File: src/rtl/pe_pair_scheduler_pkg.sv
// ---------------------------------------------------------------------------
// pe_pair_scheduler_pkg
// Shared types for the PE pair scheduler:
//   PARTICLE_ID_WIDTH  width of a particle id / home particle counter
//   pos_packet_t       neighbour position packet (x, y, z)
//   offset_packet_t    home particle offset packet read from the home cache
//   sched_state_t      scheduler FSM state, also exported on the debug port
// ---------------------------------------------------------------------------
package pe_pair_scheduler_pkg;

    localparam int PARTICLE_ID_WIDTH = 7;
    localparam int POS_W             = 25;
    localparam int OFFSET_W          = 27;

    typedef struct packed {
        logic [POS_W-1:0] pos_x;
        logic [POS_W-1:0] pos_y;
        logic [POS_W-1:0] pos_z;
    } pos_packet_t;

    typedef struct packed {
        logic [OFFSET_W-1:0] off_x;
        logic [OFFSET_W-1:0] off_y;
        logic [OFFSET_W-1:0] off_z;
    } offset_packet_t;

    typedef enum logic [2:0] {
        IDLE    = 3'd0,
        WAIT_NB = 3'd1,
        ISSUE   = 3'd2,
        FLUSH   = 3'd3,
        DONE    = 3'd4
    } sched_state_t;

endpackage

File: src/rtl/pe_pair_scheduler.sv
// ---------------------------------------------------------------------------
// pe_pair_scheduler
// Sequences one PE: each neighbour particle accepted from the neighbour stream
// is issued paired with every home particle (ids 1..home_count) read from the
// home offset cache. Honours PE dispatch back-pressure and pulses done once a
// cell pair has completely left the output stage.
//
// Optional feature macro: PAIR_SCHED_STATS_EN
//   defined   -> pair_cnt / stall_cnt are saturating statistics counters
//   undefined -> pair_cnt / stall_cnt are tied to 0
//
// Ports
//   clk, rst              clock; synchronous active-high reset
//   start, home_count     begin a cell pair (IDLE only); home_count latched
//   nb_in, nb_in_valid,   neighbour stream; nb_in_last marks the cell's last
//   nb_in_last, nb_in_ready  neighbour
//   home_rd_en/addr/data  home cache read port, data valid 1 cycle after en
//   pe_home_offset(_valid), pe_nb_pos(_valid)  pair output to the PE
//   pe_back_pressure      PE almost-full; no new reads while high
//   busy, done            state != IDLE; 1-cycle completion pulse
//   pair_cnt, stall_cnt   statistics (see macro above)
//   dbg_state             current FSM state
//
// Handshake: a neighbour transfers on a clock edge where nb_in_valid and
// nb_in_ready are both high; nb_in_ready depends only on the registered state,
// never on nb_in_valid. The PE output has no ready; pe_back_pressure throttles
// new cache reads and at most the one already-read pair emerges afterwards.
// ---------------------------------------------------------------------------
module pe_pair_scheduler
    import pe_pair_scheduler_pkg::*;
#(
    parameter int ID_W     = PARTICLE_ID_WIDTH,
    parameter int MAX_HOME = 15,
    parameter int STAT_W   = 32
) (
    input  logic              clk,
    input  logic              rst,
    input  logic              start,
    input  logic [ID_W-1:0]   home_count,
    input  pos_packet_t       nb_in,
    input  logic              nb_in_valid,
    input  logic              nb_in_last,
    output logic              nb_in_ready,
    output logic              home_rd_en,
    output logic [ID_W-1:0]   home_rd_addr,
    input  offset_packet_t    home_rd_data,
    output offset_packet_t    pe_home_offset,
    output logic              pe_home_offset_valid,
    output pos_packet_t       pe_nb_pos,
    output logic              pe_nb_pos_valid,
    input  logic              pe_back_pressure,
    output logic              busy,
    output logic              done,
    output logic [STAT_W-1:0] pair_cnt,
    output logic [STAT_W-1:0] stall_cnt,
    output sched_state_t      dbg_state
);

    localparam logic [ID_W-1:0] MAX_HOME_ID = ID_W'(MAX_HOME);

    sched_state_t    state;
    logic [ID_W-1:0] hid;
    logic [ID_W-1:0] home_cnt_q;
    pos_packet_t     nb_q;
    logic            nb_last_q;
    logic            issue_rd;
    logic            out_valid;
    pos_packet_t     out_nb;

    // A read goes out in every ISSUE cycle the PE is not almost-full.
    assign issue_rd     = (state == ISSUE) && !pe_back_pressure;
    assign home_rd_en   = issue_rd;
    assign home_rd_addr = (state == ISSUE) ? hid : '0;
    assign nb_in_ready  = (state == WAIT_NB);
    assign busy         = (state != IDLE);
    assign done         = (state == DONE);
    assign dbg_state    = state;

    always_ff @(posedge clk) begin
        if (rst) begin
            state      <= IDLE;
            hid        <= '0;
            home_cnt_q <= '0;
            nb_q       <= '0;
            nb_last_q  <= 1'b0;
        end else begin
            case (state)
                IDLE: begin
                    if (start) begin
                        if (home_count != '0) begin
                            home_cnt_q <= home_count;
                            state      <= WAIT_NB;
                        end else begin
                            state <= DONE;
                        end
                    end
                end
                WAIT_NB: begin
                    if (nb_in_valid) begin
                        nb_q      <= nb_in;
                        nb_last_q <= nb_in_last;
                        hid       <= ID_W'(1);
                        state     <= ISSUE;
                    end
                end
                ISSUE: begin
                    if (!pe_back_pressure) begin
                        hid <= hid + 1'b1;
                        if (hid == home_cnt_q) begin
                            state <= nb_last_q ? FLUSH : WAIT_NB;
                        end
                    end
                end
                FLUSH:   state <= DONE;
                DONE:    state <= IDLE;
                default: state <= IDLE;
            endcase
        end
    end

    // Output stage. The cache's own output register is the data half of this
    // stage, so the offset is forwarded in the cycle after the read; valid and
    // the neighbour copy are registered alongside it. The neighbour is copied
    // per read so a neighbour accepted meanwhile cannot alter an in-flight pair.
    always_ff @(posedge clk) begin
        if (rst) begin
            out_valid <= 1'b0;
            out_nb    <= '0;
        end else begin
            out_valid <= issue_rd;
            if (issue_rd) begin
                out_nb <= nb_q;
            end
        end
    end

    assign pe_home_offset_valid = out_valid;
    assign pe_nb_pos_valid      = out_valid;
    assign pe_nb_pos            = out_nb;
    assign pe_home_offset       = out_valid ? home_rd_data : '0;

`ifdef PAIR_SCHED_STATS_EN
    logic [STAT_W-1:0] pair_q;
    logic [STAT_W-1:0] stall_q;

    always_ff @(posedge clk) begin
        if (rst) begin
            pair_q  <= '0;
            stall_q <= '0;
        end else begin
            if (issue_rd && (pair_q != '1)) begin
                pair_q <= pair_q + 1'b1;
            end
            if ((state == ISSUE) && pe_back_pressure && (stall_q != '1)) begin
                stall_q <= stall_q + 1'b1;
            end
        end
    end

    assign pair_cnt  = pair_q;
    assign stall_cnt = stall_q;
`else
    assign pair_cnt  = '0;
    assign stall_cnt = '0;
`endif

`ifndef SYNTHESIS
    // hid does not wrap, so a cell pair larger than MAX_HOME is illegal.
    home_count_legal: assert property (@(posedge clk) disable iff (rst)
        ((state == IDLE) && start) |-> (home_count <= MAX_HOME_ID));
`endif

endmodule

File: config.mk
export PLATFORM = sky130hd
export DESIGN_NAME = pe_pair_scheduler
export DESIGN_NICKNAME = d
export VERILOG_FILES = /design/src/rtl/pe_pair_scheduler_pkg.sv /design/src/rtl/pe_pair_scheduler.sv
export SDC_FILE = /design/constraint.sdc
export NUM_CORES = 1
export LEC_CHECK = 0
export BUFFER_PORTS_ARGS = -buffer_cell sky130_fd_sc_hd__buf_2
export CORE_AREA = 2 2 160 162
export DETAILED_ROUTE_END_ITERATION = 10
export DIE_AREA = 0 0 162 164
export GPL_TIMING_DRIVEN = 0
export PLACE_DENSITY_LB_ADDON = 0.2
export SYNTH_ARGS = -nofsm -noshare
export SYNTH_HDL_FRONTEND = slang
export SYNTH_SLANG_ARGS = --single-unit
export TNS_END_PERCENT = 50
File: constraint.sdc
create_clock -name clk -period 4.4 [get_ports clk]
set_input_delay 0.22 -clock clk [delete_from_list [all_inputs] [get_ports clk]]
set_output_delay 0.22 -clock clk [all_outputs]
set_load 0.01 [all_outputs]
# After elaboration in Yosys (flattened, before gate mapping)
# Cells that the tools add are included.
dict set report classes {
  add_sub_neg 1
  mux 12
  reduce_logical 10
  n_eq_ne 9
}
# operator count
set ops {}
lappend ops {{$mux W81} 1}
lappend ops {{$mux W7} 3}
lappend ops {{$mux W3} 5}
lappend ops {{$pmux W7 S2} 1}
lappend ops {{$pmux W3 S4} 1}
lappend ops {{$add A7 B1 Y7 const B} 1}
lappend ops {{$eq A7 B7 Y1} 1}
lappend ops {{$reduce_bool A7 Y1} 1}
lappend ops {{$eq A3 B2 Y1 const B} 2}
lappend ops {{$ne A2 B2 Y1 const B} 3}
lappend ops {{$reduce_and A3 Y1} 2}
lappend ops {{$reduce_and A4 Y1} 1}
lappend ops {{$eq A3 B1 Y1 const B} 1}
lappend ops {{$eq A3 B3 Y1 const B} 1}
lappend ops {{$logic_not A3 Y1} 1}
lappend ops {{$reduce_bool A3 Y1} 1}
lappend ops {{$mux W2} 1}
lappend ops {{$ne A2 B1 Y1 const B} 1}
lappend ops {{$reduce_and A2 Y1} 1}
lappend ops {{$reduce_bool A2 Y1} 1}
lappend ops {{$logic_and A1 B1 Y1} 1}
lappend ops {{$logic_not A1 Y1} 1}
dict set report word_totals {
  inputBits 169
  regBits 169
  elab_cells 43
}

# Longest topological paths before layout
# Gate-level depths: netlist of the first run.
dict set report logic_depth {
  ltp_word 4
  mapped_depth 8
}

# Least setup slack after synthesis of the first run
# Ideal clock, no wire load.
dict set report synth_path {
  path_type {reg2reg}
  from {register state[1], in the netlist dbg_state[1]}
  to {register nb_q[47] (netlist name)}
  arrival_ns 1.753
  t_required_ns 4.330
  slack_ns 2.577
  n_path_buf 4
  stages_incl_launch_ff 9
  synth_period_minus_slack_ns 1.823
  path_cell_list {dfxtp_1 buf_2 nor3b_1 and2_1 clkbuf_1 buf_2 buf_2 nand2_1 a21oi_1}
}
dict set report synth_between {
  elab_chain_cells 2
}
# item line_no
set synth_lines {}
lappend synth_lines {{start: declaration} pe_pair_scheduler.sv:61} ;# sched_state_t state;
lappend synth_lines {{start signal: assignment} pe_pair_scheduler.sv:110} ;# state <= nb_last_q ? FLUSH : WAIT_NB;
lappend synth_lines {{$eq A3 B1 Y1} -}
lappend synth_lines {{named net nb_in_ready} pe_pair_scheduler.sv:43} ;# output logic nb_in_ready,
lappend synth_lines {{$reduce_and A2 Y1 (no source line)} -}
lappend synth_lines {{end signal: assignment} pe_pair_scheduler.sv:100} ;# nb_q <= nb_in;
lappend synth_lines {{end: declaration} pe_pair_scheduler.sv:64} ;# pos_packet_t nb_q;
# The timed path passes the listed nets, and every way through them passes these cells.
# A chain may end at the register's enable or synchronous reset.

# Worst setup path after layout of the first run
dict set report layout_path {
  from {register state[2], in the netlist dbg_state[2]}
  to {output home_rd_en}
}
dict set report layout_between {
  elab_chain_cells 2
}
# item line_no
set layout_lines {}
lappend layout_lines {{$eq A3 B2 Y1} pe_pair_scheduler.sv:71} ;# assign issue_rd = (state == ISSUE) && !pe_back_pressure;
lappend layout_lines {{$logic_and A1 B1 Y1} pe_pair_scheduler.sv:71}
lappend layout_lines {{end: declaration} pe_pair_scheduler.sv:44} ;# output logic home_rd_en,
# Every way passes these cells.

==> metrics.cfg, run 1 <==
[clock_network]
numCtsBuffers = 17
clk_pin_slew_ps = 80
root_buffer = clkbuf_16
hold_buffers = 0
cts_buffer_depth = 2
clock_sinks = 169
cts_tree = done
insertion_delay_ps = 430
post_cts_buffers = 0
cts_resized = 0
htree_levels = 4

[timing]
whs_ps = 22.1
finalCritPeriodShare = 0.544
post-route-min-period_ps = 2390
final.setup.worst_slack_ps = 2010
finalHoldViolCount = 0
fmax_mhz = 418
tightestPinTransition_ps = 746
grt_setup_unrepaired = false
final_max_slew_viol_count = 0
skew_ps = 11.1
relSlewSlack = 0.503
finalSetupViolCount = 0
final.setup.tns_ps = 0

[floorplanning]
start_util = 0.288
die_width_um = 162
top_level_ports = 405
die_area_sq_um = 26600
core-area_sq_um = 24800
num_rows = 58
fp.dieH_um = 164

[synth]
avgSynthCellArea_sq_um = 7.65
synth_top_cell_by_area = dfxtp_1
ys_async_sr_fraction = 0
synth.distinct_cells = 35
synth_common_cells = nand2_1, dfxtp_1, a21oi_1, and2_1, buf_4
yosysWarnings = 0
ys_ff_latch = 169
synthTopCellsByArea = dfxtp_1, nand2_1, a21oi_1
ys_seq_area_frac = 0.474
netlist_area_sq_um = 7140
yosysMostFrequentCell = nand2_1
synth-edff-count = 0
synthCells = 933
synth_flop_cell = dfxtp_1
synth_top_area_frac = 0.474

[placement]
gp_congestion = 0.787
port_buffers = 338
pre_cts_ws_ps = 2150
dp_hpwl_um = 21600

[global_route]
grt_first_pass_wirelength_um = 39400
grt-ovfl-total = 0
grt_pass1_vias = 6677
antenna_found_initial = 5
grt_start_max_net_pins = 18
grt_use_total = 0.196

[setup_path]
start_kind = register
max_stage_delay_ps = 480
crit_chain = nor3b_1 -> nand2b_1 -> clkbuf_1 -> inv_2 -> clkbuf_1 -> buf_2
reg2reg_depth = 7
crit_family = buffers and inverters
r2r-end = nb_q[50]
rrSetupSlack_ps = 2220
cp-endpoint = home_rd_en
worstSetupStartpoint = dbg_state[2]
path_class = register to output port
path_max_fanout = 10
crit_arrival_ps = 2170
cp_slowest_cell = clkbuf_1
path_buf_inv = 4
path_common_cell = clkbuf_1
cp.depth = 6
r2r_start = dbg_state[1]
required_ps = 4180
critPathCaptureType = output port

[route]
drt_iter0_drc = 342
antenna_left = 0
postRouteWirelength_um = 27200
vias = 7216
drc = 0
firstDrtPassIters = 5
routed_via_density = 4.25
post_drt_wl_per_cell_um = 16.0

[pwr]
leakagePower_nw = 4.72
power_mw = 3.70
powerDensity_nw_per_um2 = 367
max-vdd-ir-drop_uv = 208

[final_layout]
area_delta_synth_final_pct = 41.1
final_core_util = 0.406
drive_above_1_share = 0.327
nFillCells = 2733
final_nets = 1523

[run_status]
outcome = finished, final reports clean

[hold_path]
min_path_type = input pin to register

[job]
maxCapViolations = 0

final cells by class:
type,count,area (sq um),share of cell area
Antenna cell,3,7.51,0.000745
Buffer,131,752,0.0747
Clock buffer,18,429,0.0426
Clock inverter,14,158,0.0157
Inverter,4,15.0,0.00149
Multi-Input combinational cell,692,3220,0.320
Sequential cell,169,3380,0.336
Tap cell,330,413,0.0410
Timing Repair Buffer,338,1690,0.168
per-layer routing:
metal,share of wire,track usage
met2,0.52,0.358
met5,0,0
met4,0.014,0.0467
met3,0.063,0.0462
met1,0.41,0.233
worst min-delay path: cells and delay by family:
family / cells / cell delay [ps]
compound gates: 1 / 50
simple gates: 1 / 50
buf+inv: 1 / 90
report_power, final:
group | internal [mW] | switching (mW)
clock | 0.810 | 0.692
sequential | 1.60 | 0.0417
combinational | 0.217 | 0.338
total | 2.63 | 1.07
how the worst min path moves through the flow:
| stage | depth (start not counted) | to | slack, ps | startpoint |
|---|---|---|---|---|
| 3_5_place_dp | 2 | pe_nb_pos[39] | 440 | nb_q[39] |
| 3_3_place_gp | 2 | pe_nb_pos[47] | 440 | nb_q[47] |
| 6_report | 3 | nb_q[11] | 20 | nb_in[11] |
| 5_1_grt | 3 | nb_q[10] | 10 | nb_in[10] |
| 4_1_cts | 3 | nb_q[32] | 9 | nb_in[32] |
| 2_1_floorplan | 2 | nb_last_q | 360 | nb_in_last |
sequential cells by signal, indices dropped and copies added (netlist names):
signal,count
nb_q,75
nb_last_q,1
pe_home_offset_valid,1
hid,7
dbg_state,3
pe_nb_pos,75
home_cnt_q,7
metrics by stage:
stage | instance area, sq um | std cells
floorplan | 7370 | 996
global placement | 9480 | 1664
finish | 10100 | 1699
global route | 10100 | 1697
detailed placement | 9480 | 1664
CTS | 10100 | 1696
placed cells by master, fill, tap and decap left out, drive strengths merged:
cell type,count
dfxtp,169
conb,64
or3b,1
nor3b,5
a21oi,164
inv,12
or3,2
nand2,314
nor4,2
nor2b,3
o211ai,1
bufinv,1
nand3b,1
or4b,1
and4,1
ha,1
o21ai,3
nor3,1
o41ai,3
and2,89
xnor2,7
clkinv,5
a21o,2
o31ai,1
xor2,3
or4,2
nand3,10
a211oi,4
clkbuf,72
nand4,1
diode,3
nand2b,1
nor2,5
buf,415
cell families after synthesis:
logic type	after synthesis	synth area share
buffers and inverters	135	0.107
XOR/XNOR	10	0.0123
flip-flops	169	0.474
adder cells (fa/ha/maj)	1	0.00175
AO/OA/AOI/OAI	178	0.129
AND/OR/NAND/NOR	439	0.275
other	1	0.000525
No activity file was read; power rests on OpenSTA's default activity.
==> run 2, diff against run 1 <==
- clock period: 4.4 -> 2.1 ns (I/O delays scaled with it)
==> run 2 against run 1 <==
Clock power rose by 110%. Die area did not move. Largest cell class unchanged. Sequential cell count did not move. Critical path type unchanged. Non-clock buffer count rose by 83. Routed wire length rose by 2.2%. Combinational power rose by 130%. Worst hold slack improved by 84 ps.
==> metrics.cfg, run 2 (synthesized netlist as in run 1, its figures left out) <==
[route]
routed_via_density = 4.23  ; was 4.25
postRouteWirelength_um = 27800  ; was 27200 um
firstDrtPassIters = 5  ; unchanged
drc = 0  ; unchanged
vias = 7533  ; was 7216
drt_iter0_drc = 300  ; was 342
post_drt_wl_per_cell_um = 15.6  ; was 16.0 um
antenna_left = 0  ; unchanged

[timing]
grt_setup_unrepaired = true  ; was false
post-route-min-period_ps = 2000
skew_ps = 10.6  ; was 11.1 ps
finalHoldViolCount = 0  ; unchanged
fmax_mhz = 500
finalSetupViolCount = 0  ; unchanged
tightestPinTransition_ps = 742  ; was 746 ps
final.setup.tns_ps = 0  ; unchanged
relSlewSlack = 0.505  ; was 0.503
final.setup.worst_slack_ps = 102  ; was 2010 ps
finalCritPeriodShare = 0.952
final_max_slew_viol_count = 0  ; unchanged

[pwr]
powerDensity_nw_per_um2 = 722  ; was 367 nW/um^2
max-vdd-ir-drop_uv = 435  ; was 208 uV
power_mw = 7.89  ; was 3.70 mW
leakagePower_nw = 5.11  ; was 4.72 nW

[final_layout]
drive_above_1_share = 0.318  ; was 0.327
area_delta_synth_final_pct = 53.1  ; was 41.1%
final_nets = 1606  ; was 1523
stdcell_area_sq_um = 10900  ; was 10100 sq um
final_common_cell = buf_2  ; unchanged
diodes = 0  ; was 3
final_core_util = 0.440  ; was 0.406
layout_common_cells = buf_2, nand2_1, dfxtp_1  ; unchanged

[clock_network]
cts_buffer_depth = 2  ; unchanged
clock_sinks = 169  ; unchanged
insertion_delay_ps = 430  ; about the same
clk_pin_slew_ps = 70  ; was 80 ps
post_cts_buffers = 0  ; unchanged
numCtsBuffers = 17  ; unchanged
root_buffer = clkbuf_16  ; unchanged
cts_tree = done  ; unchanged
htree_levels = 4  ; unchanged

[floorplanning]
die_width_um = 162  ; unchanged
fp.dieH_um = 164  ; unchanged
start_util = 0.288  ; unchanged
die_area_sq_um = 26600  ; unchanged
core-area_sq_um = 24800  ; unchanged
top_level_ports = 405  ; unchanged
num_rows = 58  ; unchanged

[placement]
gp_congestion = 0.787  ; unchanged
port_buffers = 338  ; unchanged
dp_hpwl_um = 21600  ; unchanged
place_area_sq_um = 9480  ; unchanged
pre_cts_ws_ps = -150  ; was 2150 ps

[global_route]
grt_start_max_net_pins = 18  ; unchanged
grt_pass1_vias = 7063  ; was 6677
grt_busiest_layer = met2  ; unchanged
use_met2 = 0.368  ; was 0.358
grt_use_total = 0.200  ; was 0.196
antenna_found_initial = 2  ; was 5
grt-ovfl-total = 0  ; unchanged
grtUsageMet1 = 0.233  ; about the same
grtUsageMet3 = 0.0475  ; was 0.0462
grt_first_pass_wirelength_um = 40500  ; was 39400 um

[run_status]
outcome = finished, final reports clean  ; unchanged

[setup_path]
crit_family = buffers and inverters  ; unchanged
path_max_fanout = 10  ; unchanged
start_kind = register  ; unchanged
max_stage_delay_ps = 380  ; was 480 ps
path_buf_inv = 3  ; was 4
crit_arrival_ps = 1890  ; was 2170 ps
path_class = register to output port  ; unchanged
critPathCaptureType = output port  ; unchanged
required_ps = 2000  ; was 4180 ps
crit_chain = buf_1 -> clkbuf_1 -> and2_1 -> buf_2  ; was nor3b_1 -> nand2b_1 -> clkbuf_1 -> inv_2 -> clkbuf_1 -> buf_2
cp_slowest_cell = buf_1  ; was clkbuf_1

[job]
maxCapViolations = 0  ; unchanged

[hold_path]
min_path_type = input pin to register  ; unchanged

-- run 2: cell count changes in the layout (fill, tap and decap cells not counted), moves of 3 or more --
cell / change
clkbuf_2: +11
buf_1: -3
clkbuf_1: -11
diode_2: -3
dlygate4sd3_1: +83
-- run 2: area by class of cell --
cell class	instances	area, sq um
multi-input cells	692	3230
well taps	330	413
flip-flops and latches	169	3380
plain buffers	131	774
inverters	4	15.0
fillers	2656	13900
clock inverters	14	158
clock buffers	18	429
repair buffers	421	2520
-- run 2: report_power, final --
group	leakage (nW)	total [mW]	internal, mW	switching [mW]
Clock	0.290	3.15	1.70	1.45
Sequential	1.37	3.45	3.36	0.0886
Combinational	3.45	1.30	0.565	0.732
-- run 2: final timing paths --
| check | endpoint | startpoint | cells past startpoint | slack [ps] |
|---|---|---|---|---|
| worst min-delay path | home_cnt_q[3] | start | 3 | 110 |
| worst min register to register | pe_nb_pos[55] | nb_q[55] | 2 | 440 |
| worst max register to register | nb_q[51] | dbg_state[1] | 8 | 110 |
| worst max-delay path | pe_home_offset[43] | pe_home_offset_valid | 4 | 100 |
-- run 2: tightest hold or removal path, cell delays in order --
cell and delay (ps):
clkbuf_1 190, nand3_1 130, a21oi_1 50
-- run 2: what timing repair did --
item                                    4_1_cts  5_1_grt
endpoints found under the setup margin       71      106
hold buffers                                 83        0
resized for setup                             4       24
hold endpoints to repair                     83        0
-- run 2: metrics by stage --
step | std cells | hold WS (ps)
after floorplan | 996 | 241
final | 1779 | 106
after global placement | 1664 | 348
after CTS | 1779 | 80.0
after global routing | 1779 | 139
after detailed placement | 1664 | 351
-- run 2: per-layer routing --
layer / share of wire / up-vias
li1: - / 3865
met2: 0.52 / 245
met4: 0.013 / 0
met3: 0.061 / 20
met1: 0.41 / 3403
met5: 0 / -
==> run 3, diff against run 2 <==
--- a/config.mk
+++ b/config.mk
@@ -11,3 +11,3 @@
 export DIE_AREA = 0 0 162 164
-export GPL_TIMING_DRIVEN = 0
+export GPL_ROUTABILITY_DRIVEN = 0
 export PLACE_DENSITY_LB_ADDON = 0.2
==> constraint.sdc (replaced) <==
create_clock -name clk -period 2.1 [get_ports clk]
set_input_delay 0.21 -clock clk [delete_from_list [all_inputs] [get_ports clk]]
set_output_delay 0.21 -clock clk [all_outputs]
set_load 0.01 [all_outputs]
==> run 3 against run 2 <==
Register-to-register slack gained 190 ps. Total power down 1.1%. Clock skew decreased by 0.80 ps. Core utilization is 5.1 points lower. Design area down 12%. Routed wire length shrank 6.4%. Setup slack gained 45 ps. Sequential share of layout area is 4.1 points higher. Cell count decreased by 11%. Critical path depth grew 1. Combinational power fell by 15%. Worst hold slack worse by 86 ps. Critical path type unchanged. Critical endpoint is now home_rd_en. Largest power group unchanged.
==> metrics.cfg, run 3 (synthesized netlist as in run 1, its figures left out) <==
[run_status]
outcome = finished, final reports clean  ; unchanged

[global_route]
antenna_found_initial = 4  ; was 2
grt_use_total = 0.185  ; was 0.200
grt_pass1_vias = 6466  ; was 7063
grt_start_max_net_pins = 77  ; was 18
grt_first_pass_wirelength_um = 37400  ; was 40500 um
grt-ovfl-total = 0  ; unchanged

[timing]
skew_ps = 9.77  ; was 10.6 ps
final.setup.tns_ps = 0  ; unchanged
finalSetupViolCount = 0  ; unchanged
tightestPinTransition_ps = 628  ; was 742 ps
grt_setup_unrepaired = false  ; was true
post-route-min-period_ps = 1950  ; was 2000 ps
finalHoldViolCount = 0  ; unchanged
relSlewSlack = 0.580  ; was 0.505
finalCritPeriodShare = 0.930  ; was 0.952
final_max_slew_viol_count = 0  ; unchanged
fmax_mhz = 512  ; was 500 MHz

[clock_network]
insertion_delay_ps = 420  ; was 430 ps
htree_levels = 4  ; unchanged
cts_buffer_depth = 2  ; unchanged
cts_tree = done  ; unchanged
clock_sinks = 169  ; unchanged
root_buffer = clkbuf_16  ; unchanged
clk_pin_slew_ps = 70  ; about the same
post_cts_buffers = 0  ; unchanged
numCtsBuffers = 17  ; unchanged

[route]
drt_iter0_drc = 342  ; was 300
post_drt_wl_per_cell_um = 16.3  ; was 15.6 um
vias = 6959  ; was 7533
drc = 0  ; unchanged
postRouteWirelength_um = 26000  ; was 27800 um
routed_via_density = 4.37  ; was 4.23
antenna_left = 0  ; unchanged
firstDrtPassIters = 4  ; was 5

[setup_path]
cp_slowest_cell = dfxtp_1  ; was buf_1
path_buf_inv = 3  ; unchanged
start_kind = register  ; unchanged
crit_family = buffers and inverters  ; unchanged
reg2reg_depth = 4  ; was 8
required_ps = 1890  ; was 2000 ps
r2r-end = hid[6]  ; was nb_q[51]
r2r_start = dbg_state[0]  ; was dbg_state[1]
path_max_fanout = 18  ; was 10
max_stage_delay_ps = 390  ; was 380 ps
critPathCaptureType = output port  ; unchanged
rrSetupSlack_ps = 300  ; was 110 ps
crit_arrival_ps = 1740  ; was 1890 ps
crit_chain = nor3b_4 -> nand2b_4 -> clkinv_2 -> buf_12 -> buf_2  ; was buf_1 -> clkbuf_1 -> and2_1 -> buf_2
path_class = register to output port  ; unchanged

[hold_path]
hold_end = nb_q[34]  ; was home_cnt_q[3]
hp-start = nb_in[34]  ; was start
min_path_type = input pin to register  ; unchanged
holdPathStages = 3  ; unchanged

[placement]
port_buffers = 340  ; was 338
dp_cells = 1553  ; was 1664
place_area_sq_um = 9000  ; was 9480 sq um
dp_hpwl_um = 19000  ; was 21600 um

[final_layout]
stdcell_area_sq_um = 9660  ; was 10900 sq um
drive_above_1_share = 0.316  ; was 0.318
area_delta_synth_final_pct = 35.3  ; was 53.1%
final_nets = 1416  ; was 1606
layout_common_cells = buf_2, nand2_1, dfxtp_1  ; unchanged
nFillCells = 2694  ; was 2656
final_common_cell = buf_2  ; unchanged
layoutNonFillerInstCount = 1591  ; was 1779

[pwr]
leakagePower_nw = 4.41  ; was 5.11 nW
max-vdd-ir-drop_uv = 434  ; was 435 uV
powerDensity_nw_per_um2 = 808  ; was 722 nW/um^2

[floorplanning]
top_level_ports = 405  ; unchanged
num_rows = 58  ; unchanged
core-area_sq_um = 24800  ; unchanged
die_area_sq_um = 26600  ; unchanged
start_util = 0.288  ; unchanged
die_width_um = 162  ; unchanged
fp.dieH_um = 164  ; unchanged

[job]
maxCapViolations = 0  ; unchanged

## run 3: power by group
part           leakage, nW  switching (mW)  internal (mW)
sequential            1.37          0.0961           3.36
combinational         2.75           0.674          0.422
clock                0.295            1.43           1.83
total                 4.41            2.20           5.61
## run 3: layer usage
layer | share of wire | vias up | track usage
met5 | 0.0014 | - | 0
met1 | 0.42 | 3215 | 0.222
met3 | 0.070 | 22 | 0.0540
met4 | 0.013 | 6 | 0.0467
met2 | 0.50 | 233 | 0.324
li1 | - | 3483 | -
## run 3: stage by stage
| stage | hold WS, ps | utilization | setup WS [ps] | power (mW) |
|---|---|---|---|---|
| after floorplan | 346 | - | 277 | 4.22 |
| after global placement | 436 | 0.363 | 328 | 4.61 |
| after detailed placement | 442 | 0.363 | 314 | 4.63 |
| after CTS | 2.69 | 0.389 | 23.8 | 7.91 |
| after global routing | 6.80 | 0.389 | 26.4 | 8.18 |
| final | 19.5 | 0.389 | 147 | 7.81 |
## run 3: repair_timing
| item | in CTS | in global routing |
|---|---|---|
| hold buffers | 4 | 0 |
| gates resized for setup | 1 | 2 |
| hold endpoints to repair | 4 | 0 |
| setup endpoints to repair | 1 | 1 |
## run 3: worst register-to-register path, stage by stage (launching register included)
cell,delay (ps)
dfxtp_1,390
or3b_4,460
a21o_1,240
or4_1,500
a21oi_1,140
## run 3: final cells by class
class                   count  area (sq um)  area share
flip-flops and latches    169          3380       0.350
clock buffers              19           443      0.0459
well taps                 330           413      0.0428
inverters                   4          16.3     0.00168
diodes                      2          5.00    0.000518
clock inverters            13           159      0.0165
multi-input cells         692          3250       0.336
repair buffers            362          1990       0.206
## run 3: how the worst max path moves through the flow
| stage | from | endpoint | slack (ps) | cells past startpoint |
|---|---|---|---|---|
| 2_1_floorplan | dbg_state[1] | nb_q[47] | 280 | 8 |
| 3_3_place_gp | home_count[3] | home_cnt_q[2] | 330 | 5 |
| 3_5_place_dp | home_count[3] | home_cnt_q[0] | 310 | 5 |
| 4_1_cts | dbg_state[0] | home_rd_en | 20 | 5 |
| 5_1_grt | dbg_state[0] | home_rd_en | 30 | 5 |
| 6_report | dbg_state[0] | home_rd_en | 150 | 5 |
